`src/rtl/accum_ctrl.sv`:
```
// accum_ctrl: streams len operands through an external adder and accumulates
// them into a registered sum, with a sticky unsigned-overflow flag.
// Jobs can be cancelled with abort. done pulses once per completed job.
module accum_ctrl #(
  parameter int WIDTH = 32,
  parameter int LENW  = 8
) (
  input  logic             clk,
  input  logic             rst_n,
  input  logic             start,
  input  logic [LENW-1:0]  len,
  input  logic             abort,
  input  logic             din_valid,
  input  logic [WIDTH-1:0] din,
  output logic             din_ready,
  output logic [WIDTH-1:0] add_a,
  output logic [WIDTH-1:0] add_b,
  input  logic [WIDTH-1:0] add_s,
  input  logic             add_c,
  output logic             busy,
  output logic             done,
  output logic [WIDTH-1:0] sum,
  output logic             ovf
);

  typedef enum logic [1:0] {
    IDLE = 2'd0,
    ACC  = 2'd1,
    DONE = 2'd2
  } state_t;

  state_t          state;
  state_t          state_nxt;
  logic [LENW-1:0] cnt;
  logic            beat;

  // Abort blocks the stream in the same cycle, so a coincident beat is never taken.
  assign din_ready = (state == ACC) && !abort;
  assign beat      = din_ready && din_valid;

  // The external adder always sees accumulator + current operand.
  assign add_a = sum;
  assign add_b = din;

  assign busy = (state != IDLE);
  assign done = (state == DONE);

  // State register; reset returns to IDLE immediately.
  always_ff @(posedge clk or negedge rst_n) begin
    if (!rst_n) begin
      state <= IDLE;
    end else begin
      state <= state_nxt;
    end
  end

  // Next-state logic; unknown encodings fall back to IDLE.
  always_comb begin
    state_nxt = IDLE;
    case (state)
      IDLE: begin
        if (start) begin
          state_nxt = (len == '0) ? DONE : ACC;
        end else begin
          state_nxt = IDLE;
        end
      end
      ACC: begin
        if (abort) begin
          state_nxt = IDLE;
        end else if (beat && (cnt == LENW'(1))) begin
          state_nxt = DONE;
        end else begin
          state_nxt = ACC;
        end
      end
      DONE:    state_nxt = IDLE;
      default: state_nxt = IDLE;
    endcase
  end

  // Counter, accumulator and overflow flag; hold whenever no beat or control event occurs.
  always_ff @(posedge clk or negedge rst_n) begin
    if (!rst_n) begin
      cnt <= '0;
      sum <= '0;
      ovf <= 1'b0;
    end else if ((state == IDLE) && start) begin
      cnt <= len;
      sum <= '0;
      ovf <= 1'b0;
    end else if ((state == ACC) && abort) begin
      cnt <= '0;
      sum <= '0;
      ovf <= 1'b0;
    end else if (beat) begin
      cnt <= cnt - LENW'(1);
      sum <= add_s;
      ovf <= ovf | add_c;
    end
  end

endmodule

```
`config.mk`:
```
export PLATFORM = sky130hd
export DESIGN_NAME = accum_ctrl
export DESIGN_NICKNAME = d
export VERILOG_FILES = /design/src/rtl/accum_ctrl.sv
export SDC_FILE = /design/constraint.sdc
export NUM_CORES = 1
export LEC_CHECK = 0
export ABC_CLOCK_PERIOD_IN_PS = 1700
export CAP_MARGIN = 20
export CORE_AREA = 4 4 78 87
export DETAILED_ROUTE_END_ITERATION = 12
export DIE_AREA = 0 0 82 91
export DONT_BUFFER_PORTS = 1
export GPL_TIMING_DRIVEN = 0
export PLACE_DENSITY = 0.67
export SETUP_SLACK_MARGIN = 0.05
export SLEW_MARGIN = 5
export SYNTH_ARGS = -nofsm -noshare
export SYNTH_HDL_FRONTEND = slang
export SYNTH_SLANG_ARGS = --single-unit
```
`constraint.sdc`:
```
create_clock -name clk -period 1.7 [get_ports clk]
set_clock_uncertainty 0.15 [all_clocks]
set_input_delay 0.255 -clock clk [delete_from_list [all_inputs] [get_ports clk]]
set_output_delay 0.255 -clock clk [all_outputs]
set_load 0.005 [all_outputs]
```
==> results of run 1 <==
## state kept, by name (all words and copies together) (netlist names)
name	count
add_a	32
cnt	8
ovf	1
state	2
## where the power goes
part	internal [mW]	total [mW]	switching, mW
registers	1.18	1.37	0.191
clock network	0.319	0.644	0.325
logic	0.499	0.940	0.441
## critical path: cells and delay by family (launching register included)
family / cells / cell delay, ns
AO/OA/AOI/OAI: 2 / 0.20
buffers and inverters: 2 / 0.37
flip-flops: 1 / 0.38
AND/OR/NAND/NOR: 2 / 0.44
## path summary, 6_finish.rpt
kind,from,end,slack [ns],cells past startpoint
hold reg to reg,add_a[29],add_a[29],0.42,2
setup reg to reg,state[1],cnt[6],0.10,6
setup / recovery,state[1],cnt[6],0.10,6
min in group asynchronous,rst_n,add_a[11],0.34,2
max in group asynchronous,rst_n,state[0],0.86,2
hold / removal,len[4],cnt[4],0.008,2
## per-stage QoR
step / cells / util / setup WS [ns]
2_1_floorplan: 284 / - / 0.1616
5_1_grt: 416 / 0.5532 / 0.03599
3_5_place_dp: 361 / 0.4440 / 0.02333
4_1_cts: 411 / 0.5401 / 0.04374
6_report: 416 / 0.5532 / 0.1042
3_3_place_gp: 361 / 0.4440 / 0.03403
## cell type report
type                            instances  area share
Buffer                                 77      0.1804
Clock buffer                            6     0.02571
Sequential cell                        43      0.3354
Inverter                                2    0.002337
Multi-Input combinational cell        162      0.2704
Clock inverter                          1    0.001558
Tap cell                               77     0.03000
Timing Repair Buffer                   48      0.1543
## kinds of logic after synthesis
logic type                 count (synthesis)
AOI/OAI and AO/OA                         57
adders and majority gates                  2
buffers and inverters                     79
DFF                                       43
muxes                                      1
and+or+nand+nor                          102
## timing repair
action / CTS / global route
hold buffers: 40 / 0
pin swaps: 1 / 5
buffers inserted: 3 / 4
hold endpoints to repair: 80 / 0
gates cloned: 0 / 1
gates resized for setup: 6 / 8
setup endpoints to repair: 6 / 35
## synthesized netlist by cell type (all sizes together)
library cell	n
buf	77
nand2	71
dfrtp	43
o21ai	34
nor2	11
a21oi	8
a22o	3
a22oi	3
and2	3
nand4	3
nor4	3
a31oi	2
ha	2
inv	2
nand3	2
nor3	2
nor3b	2
o21a	2
o22a	2
or2	2
a21o	1
a32o	1
a41o	1
and4bb	1
mux2i	1
nand4bb	1
nor2b	1
## routing by layer
metal / global-route usage / up-vias
met5: 0 / -
met4: 0.02909 / 0
met3: 0.04653 / 4
met2: 0.3120 / 125
met1: 0.1884 / 962
li1: - / 983
==> summary.txt, run 1 <==
Yosys
  • Post-synthesis xor/xnor area fraction: 0
  • Top post-synthesis cells by area: dfrtp_1, buf_4, nand2_1
  • Top cell type's share of synthesized area: 0.4337
  • Synth Net Count: 364
  • Syn Area/Cell: 8.736 um^2
  • Post-synthesis mux area share: 0.005547
  • Mapped Cells: 284
  • Synthesized flop and latch total: 43
  • Synth area leader: dfrtp_1
  • Mapped Area: 0.002481 mm^2
  • Unique masters post-synth: 34
  • Main combinational cell family by area after synthesis: buffers and inverters
  • Warnings, synthesis: 0
  • Post-synthesis simple-gate area fraction: 0.1831
  • Post-synthesis compound-gate area fraction: 0.1382
  • Adder-cell share of the synthesized area: 0.01009
  • Register area share after synthesis: 0.4337

Floorplanning
  • Die height: 91 um
  • Site row count: 29
  • Num ports: 178
  • Initial Utilization: 0.4274
  • Width of the die: 82 um
  • DIE AREA: 0.007462 mm^2
  • Core box area: 0.005806 mm^2

Worst setup path
  • Crit path DAT: 1.66 ns
  • Critical Path Fanout Max: 10
  • CP peak stage delay: 0.38 ns
  • Worst Path Required: 1.76 ns
  • Startpoint types: flip-flop
  • Crit path capture type: flip-flop
  • Slowest cell on the critical path: dfrtp_1
  • Critical path class: flip-flop to flip-flop
  • Crit path cell chain: buf_6, nor3b_4, buf_4, a22o_1, a21oi_1, nor2_1

Global routing
  • Largest net degree at the start of global routing: 44
  • GRT Total Usage: 0.1679
  • First-pass GRT wire length: 9.977 mm
  • Initial antenna violation count: 0
  • Vias in the first global route: 1992
  • Gr ovfl total: 0

Power
  • Total power: 2.952 mW
  • Lkg Pwr: 1.520 nW
  • Peak supply drop: 379.6 uV
  • PD cells: 919.0 mW/mm^2

Detailed routing
  • Drt wl/cell: 16.45 um
  • M1 WL: 2.505 mm
  • DR WL met3: 735 um
  • Vias per std cell: 4.986
  • Final ANT Viol Nets: 0
  • Routed wl met2: 3.583 mm
  • DR top layer: met4
  • Initial DRC count: 54
  • Number of vias in the routed layout: 2074
  • Pre-antenna DRT Iters: 4
  • Total Wirelength: 6.842 mm
  • DRC viols: 0

Timing
  • Fin crit period: 1.596 ns
  • Setup TNS Final: 0 ns
  • Fmax: 626.6 MHz
  • Slew margin rel.: 0.6964
  • Worst Max-Slew Pin Slew: 0.4513 ns
  • Setup Viol. Count Final: 0
  • Period utilization: 0.9387
  • Final hold violations: 0
  • Fin Hold WS: 0.008465 ns
  • Final Max Slew Viols: 0
  • RSZ-0062 raised after global routing: yes

Cells and area
  • Synthesis-to-finish area growth: 29.45%
  • Commonest non-fill, non-tap cell in the layout: buf_4
  • Sequential Area: 0.001077 mm^2
  • Share of cells above drive strength 1: 0.3038
  • Most frequent cells in the layout: buf_4, nand2_1, dfrtp_1
  • Nets: 419
  • Fillers: 543
  • N_diodes: 0
  • Post-route cell area: 0.003212 mm^2
  • Multi-input combinational cell area: 868.3 um^2

Placement
  • Dpl hpwl: 4.730 mm
  • Final RePlAce weighted congestion: 0.8454
  • Buffers on Ports: 0
  • Post-DP Area: 0.002577 mm^2

CTS
  • Latest clock arrival within the worst-skew pair: 0.29 ns
  • Clk sink count: 43
  • CTS tree: built
  • Reg clk slew, reported paths: 0.08 ns
  • Num CTS Buffers: 5
  • Clock root buffer: clkbuf_8
  • H-tree depth: 2
  • Clk buf depth: 2

Run
  • Number of max-cap violations: 0

Min path
  • Worst Hold Class: input port to flip-flop

Status
  • Status: finished clean
(Power assumes the default switching activity.)
==> run 2, diff against run 1 <==
--- a/config.mk
+++ b/config.mk
@@ -5,7 +5,7 @@
 export SDC_FILE = /design/constraint.sdc
 export NUM_CORES = 1
 export LEC_CHECK = 0
-export ABC_CLOCK_PERIOD_IN_PS = 1700
+export ABC_CLOCK_PERIOD_IN_PS = 1500
 export CAP_MARGIN = 20
 export CORE_AREA = 4 4 78 87
 export DETAILED_ROUTE_END_ITERATION = 12
==> constraint.sdc (replaced) <==
create_clock -name clk -period 1.5 [get_ports clk]
set_clock_uncertainty 0.15 [all_clocks]
set_input_delay 0.225 -clock clk [delete_from_list [all_inputs] [get_ports clk]]
set_output_delay 0.225 -clock clk [all_outputs]
set_load 0.005 [all_outputs]
==> summary.txt, run 2 (synthesis gave the netlist of run 1 again) <==
Detailed routing
  • Total Wirelength: 7.311 mm
  • Drt wl/cell: 16.88 um
  • Initial DRC count: 43
  • Number of vias in the routed layout: 2204
  • Final ANT Viol Nets: 0
  • Vias per std cell: 5.090
  • DRC viols: 0
  • Pre-antenna DRT Iters: 4

Timing
  • Fmax: 626.8 MHz
  • Worst Max-Slew Pin Slew: 0.3121 ns
  • Final Max Slew Viols: 0
  • Fin Hold WS: 0.06674 ns
  • Setup Viol. Count Final: 39
  • Setup TNS Final: -1.792 ns
  • Period utilization: 1.064
  • Final hold violations: 0
  • Fin crit period: 1.595 ns
  • RSZ-0062 raised after global routing: yes
  • Final WS setup: -0.09543 ns
  • Slew margin rel.: 0.7900

Cells and area
  • Max reg flops: 32
  • Commonest non-fill, non-tap cell in the layout: buf_4
  • Nets: 435
  • N_diodes: 0
  • Most frequent cells in the layout: buf_4, nand2_1, dfrtp_1, dlygate4sd3_1, o21ai_1
  • Fin cells: 433
  • Post-route cell area: 0.003545 mm^2
  • Sequential Area: 0.001077 mm^2
  • Final core occ: 0.6106
  • Multi-input combinational cell area: 985.9 um^2
  • Share of cells above drive strength 1: 0.3933
  • Synthesis-to-finish area growth: 42.86%
  • Fillers: 488

Min path
  • Worst Hold Class: input port to flip-flop
  • Hold Startpoint: abort
  • WHS Path Cells: 2
  • Hold Path Sink: state[0]

Floorplanning
  • Num ports: 178
  • Initial Utilization: 0.4274
  • Width of the die: 82 um
  • DIE AREA: 0.007462 mm^2
  • Core box area: 0.005806 mm^2
  • Die height: 91 um
  • Site row count: 29

Placement
  • Buffers on Ports: 0
  • Placed Instances: 361
  • Final RePlAce weighted congestion: 0.8350
  • Post-DP Area: 0.002587 mm^2
  • Post-Place Worst Slack: -0.1498 ns
  • Dpl hpwl: 4.576 mm

Worst setup path
  • Startpoint types: flip-flop
  • R2r startpoint: state[0]
  • R2r setup slk: -0.1 ns
  • Critical Path Fanout Max: 6
  • Crit path capture type: flip-flop
  • Crit path cell chain: mux2i_4, buf_6, nor2_4, buf_4, buf_6, o21ai_1
  • Slowest cell on the critical path: dfrtp_2
  • Worst Reg-to-Reg Cells: 6
  • Worst Path Required: 1.53 ns
  • Crit path DAT: 1.62 ns
  • CP peak stage delay: 0.46 ns
  • CP most frequent cell: buf_6
  • Critical path class: flip-flop to flip-flop
  • Worst flop-to-flop path endpoint: add_a[26]

Global routing
  • Largest net degree at the start of global routing: 44
  • GRT busiest layer: met2
  • Met3 Usage GRT: 0.04554
  • Gr ovfl total: 0
  • Met2 usage: 0.3140
  • M1 GR Usage: 0.2215
  • First-pass GRT wire length: 10.72 mm
  • Vias in the first global route: 2100
  • GRT Total Usage: 0.1811
  • Initial antenna violation count: 0

Status
  • Failing checks: negative setup slack
  • Status: complete, but fails checks

CTS
  • Clock root buffer: clkbuf_8
  • H-tree depth: 2
  • Latest clock arrival within the worst-skew pair: 0.29 ns
  • Num CTS Buffers: 5
  • Clk buf depth: 2
  • CTS tree: built
  • Clk sink count: 43
  • Reg clk slew, reported paths: 0.08 ns

Power
  • PD cells: 1075 mW/mm^2
  • Total power: 3.810 mW
  • Peak supply drop: 506.1 uV
  • Lkg Pwr: 1.678 nW

Run
  • Number of max-cap violations: 0
run 2: cell types whose count changed in the layout (fill, tap and decap cells not counted), sizes merged:
cell,previous run,this run
clkbuf,11,8
nor2,11,12
bufinv,0,1
buf,81,96
dlygate4sd3,39,42
run 2: timing repair:
action,CTS,global route
cloned,3,2
resized for setup,39,42
pin swaps,10,17
hold endpoints to repair,84,0
setup endpoints to repair,43,46
hold buffers,43,0
setup buffers,11,6
run 2: layout make-up:
cell class / count / area share
clock inverters: 2 / 0.009884
inverters: 2 / 0.002118
plain buffers: 77 / 0.1754
multi-input cells: 163 / 0.2782
clock buffers: 6 / 0.02330
well taps: 77 / 0.02718
repair buffers: 63 / 0.1800
flip-flops and latches: 43 / 0.3039
run 2: report_power, final:
group | internal (mW) | total (mW) | leakage, nW | switching [mW]
Sequential | 1.33 | 1.56 | 0.577 | 0.232
Clock | 0.539 | 0.936 | 0.0612 | 0.397
Combinational | 0.712 | 1.31 | 1.04 | 0.598
run 2: worst max-delay path, delay by kind of cell, from the launching register on:
family | cells | cell delay, ns
buf+inv | 3 | 0.39
mux | 1 | 0.21
simple gates | 1 | 0.20
compound gates | 1 | 0.08
flops | 1 | 0.46
run 2: metal layers:
layer	part of all wire	wire (um)
met5	0	0
met4	0.0089	65
met3	0.097	709
met2	0.51	3698
met1	0.39	2838
run 2: worst max-delay path by stage:
stage | from | to | slack [ns] | cells after the start
6_report | state[0] | add_a[26] | -0.1 | 6
5_1_grt | state[0] | cnt[6] | -0.18 | 6
4_1_cts | state[0] | cnt[6] | -0.07 | 6
3_5_place_dp | state[0] | cnt[0] | -0.15 | 4
3_3_place_gp | state[1] | cnt[4] | -0.12 | 6
2_1_floorplan | state[1] | cnt[6] | 0.02 | 6
==> run 3, diff against run 2 <==
--- a/config.mk
+++ b/config.mk
@@ -5,7 +5,7 @@
 export SDC_FILE = /design/constraint.sdc
 export NUM_CORES = 1
 export LEC_CHECK = 0
-export ABC_CLOCK_PERIOD_IN_PS = 1500
+export ABC_CLOCK_PERIOD_IN_PS = 2000
 export CAP_MARGIN = 20
 export CORE_AREA = 4 4 78 87
 export DETAILED_ROUTE_END_ITERATION = 12
@@ -14,6 +14,7 @@
 export GPL_TIMING_DRIVEN = 0
 export PLACE_DENSITY = 0.67
 export SETUP_SLACK_MARGIN = 0.05
+export SKIP_LAST_GASP = 1
 export SLEW_MARGIN = 5
 export SYNTH_ARGS = -nofsm -noshare
 export SYNTH_HDL_FRONTEND = slang
==> constraint.sdc (replaced) <==
create_clock -name clk -period 2 [get_ports clk]
set_clock_uncertainty 0.15 [all_clocks]
set_input_delay 0.3 -clock clk [delete_from_list [all_inputs] [get_ports clk]]
set_output_delay 0.3 -clock clk [all_outputs]
set_load 0.005 [all_outputs]
==> summary.txt, run 3 (synthesis gave the netlist of run 1 again) <==
Cells and area
  • Most frequent cells in the layout: nand2_1, buf_4, dfrtp_1
  • Commonest non-fill, non-tap cell in the layout: nand2_1
  • N_diodes: 0
  • Fillers: 553
  • Share of cells above drive strength 1: 0.2783
  • Final core occ: 0.5241
  • Max reg flops: 32
  • Nets: 407
  • Synthesis-to-finish area growth: 22.64%

Placement
  • Buffers on Ports: 0
  • Post-Place Worst Slack: 0.3233 ns
  • Dpl hpwl: 4.730 mm
  • Final RePlAce weighted congestion: 0.8454

Global routing
  • GRT busiest layer: met2
  • Vias in the first global route: 1962
  • First-pass GRT wire length: 9.832 mm
  • Initial antenna violation count: 0
  • Met2 usage: 0.3066
  • Gr ovfl total: 0
  • Largest net degree at the start of global routing: 44
  • Met3 Usage GRT: 0.04752
  • M1 GR Usage: 0.1853
  • GRT Total Usage: 0.1656

Power
  • Total power: 2.431 mW
  • Lkg Pwr: 1.447 nW
  • Peak supply drop: 319.9 uV
  • PD cells: 798.8 mW/mm^2

Worst setup path
  • Startpoint types: flip-flop
  • Crit path capture type: flip-flop
  • Worst Path Required: 2.02 ns
  • Slowest cell on the critical path: and4bb_2
  • Critical Path Fanout Max: 10
  • WP buf/inv: 2
  • Crit path DAT: 1.72 ns
  • Critical path class: flip-flop to flip-flop
  • CP peak stage delay: 0.38 ns
  • Crit path cell chain: buf_4, and4bb_2, buf_6, nand4_1, a22oi_1, nor2_1
  • Delay-heaviest family, CP: simple AND/OR/NAND/NOR gates

CTS
  • Latest clock arrival within the worst-skew pair: 0.28 ns
  • H-tree depth: 2
  • Reg clk slew, reported paths: 0.08 ns
  • CTS tree: built
  • Clock root buffer: clkbuf_8
  • Clk buf depth: 2
  • Num CTS Buffers: 5
  • Clk sink count: 43
  • Post-CTS Setup Bufs: 0
  • Post_cts resized: 0

Detailed routing
  • Drt wl/cell: 16.29 um
  • DRC viols: 0
  • Total Wirelength: 6.583 mm
  • Number of vias in the routed layout: 2017
  • Initial DRC count: 45
  • Final ANT Viol Nets: 0
  • Pre-antenna DRT Iters: 4
  • Vias per std cell: 4.993

Floorplanning
  • Core box area: 0.005806 mm^2
  • Die height: 91 um
  • DIE AREA: 0.007462 mm^2
  • Width of the die: 82 um
  • Site row count: 29
  • Initial Utilization: 0.4274
  • Num ports: 178

Min path
  • Worst Hold Class: input port to flip-flop

Timing
  • Final Max Slew Viols: 0
  • RSZ-0062 raised after global routing: no
  • Worst Max-Slew Pin Slew: 0.4969 ns
  • Final WS setup: 0.3060 ns
  • Period utilization: 0.8470
  • Setup Viol. Count Final: 0
  • Fin crit period: 1.694 ns
  • Fmax: 590.3 MHz
  • Setup TNS Final: 0 ns
  • Final hold violations: 0
  • Slew margin rel.: 0.6657

Status
  • Status: finished clean

Run
  • Number of max-cap violations: 0
[run 3: worst paths after layout]
check                         start         to  slack [ns]  cells past startpoint
setup / recovery           state[1]     cnt[6]        0.31                      6
hold / removal               len[0]     cnt[0]        0.02                      2
setup reg to reg           state[1]     cnt[6]        0.31                      6
hold reg to reg              cnt[5]     cnt[5]        0.41                      1
max in group asynchronous     rst_n  add_a[21]        1.12                      2
min in group asynchronous     rst_n  add_a[25]        0.39                      2
[run 3: per-layer routing]
metal  vias to the layer above  share of wire  routed length [um]
met4                         0         0.0047                  31
li1                        958              -                   -
met1                       930           0.36                2389
met2                       123           0.52                3438
met3                         6           0.11                 724
met5                         -              0                   0
[run 3: power by group]
group	internal [mW]	switching [mW]	total, mW
Combinational	0.368	0.362	0.730
Sequential	0.999	0.154	1.15
Clock	0.271	0.277	0.548
Total	1.64	0.792	2.43
[run 3: metrics by stage]
step	std cells	cell area [um^2]	hold slack [ns]
3_3_place_gp	361	2577	-0.1446
6_report	404	3043	0.02289
4_1_cts	404	3043	0.01380
3_5_place_dp	361	2577	-0.1444
2_1_floorplan	284	2481	-0.1456
5_1_grt	404	3043	0.02479
[run 3: area by class of cell]
type                       count  area [um^2]  area share
multi-input combinational    162        835.8      0.2747
tap                           77        96.34     0.03166
buffer                        77        561.8      0.1846
timing repair buffer          36        377.9      0.1242
clock inverter                 1        5.005    0.001645
clock buffer                   6        82.58     0.02714
inverter                       2        7.507    0.002467
sequential                    43         1076      0.3536
[run 3: worst register-to-register path: cells and delay by family, from the launching register on]
kind | cells | cell delay [ns]
AND/OR/NAND/NOR | 3 | 0.55
flip-flops | 1 | 0.36
buffers and inverters | 2 | 0.34
AO/OA/AOI/OAI | 1 | 0.18
[run 3: timing repair]
item,4_1_cts,5_1_grt
hold endpoints to repair,77,0
hold buffers,36,0
endpoints found under the setup margin,0,0
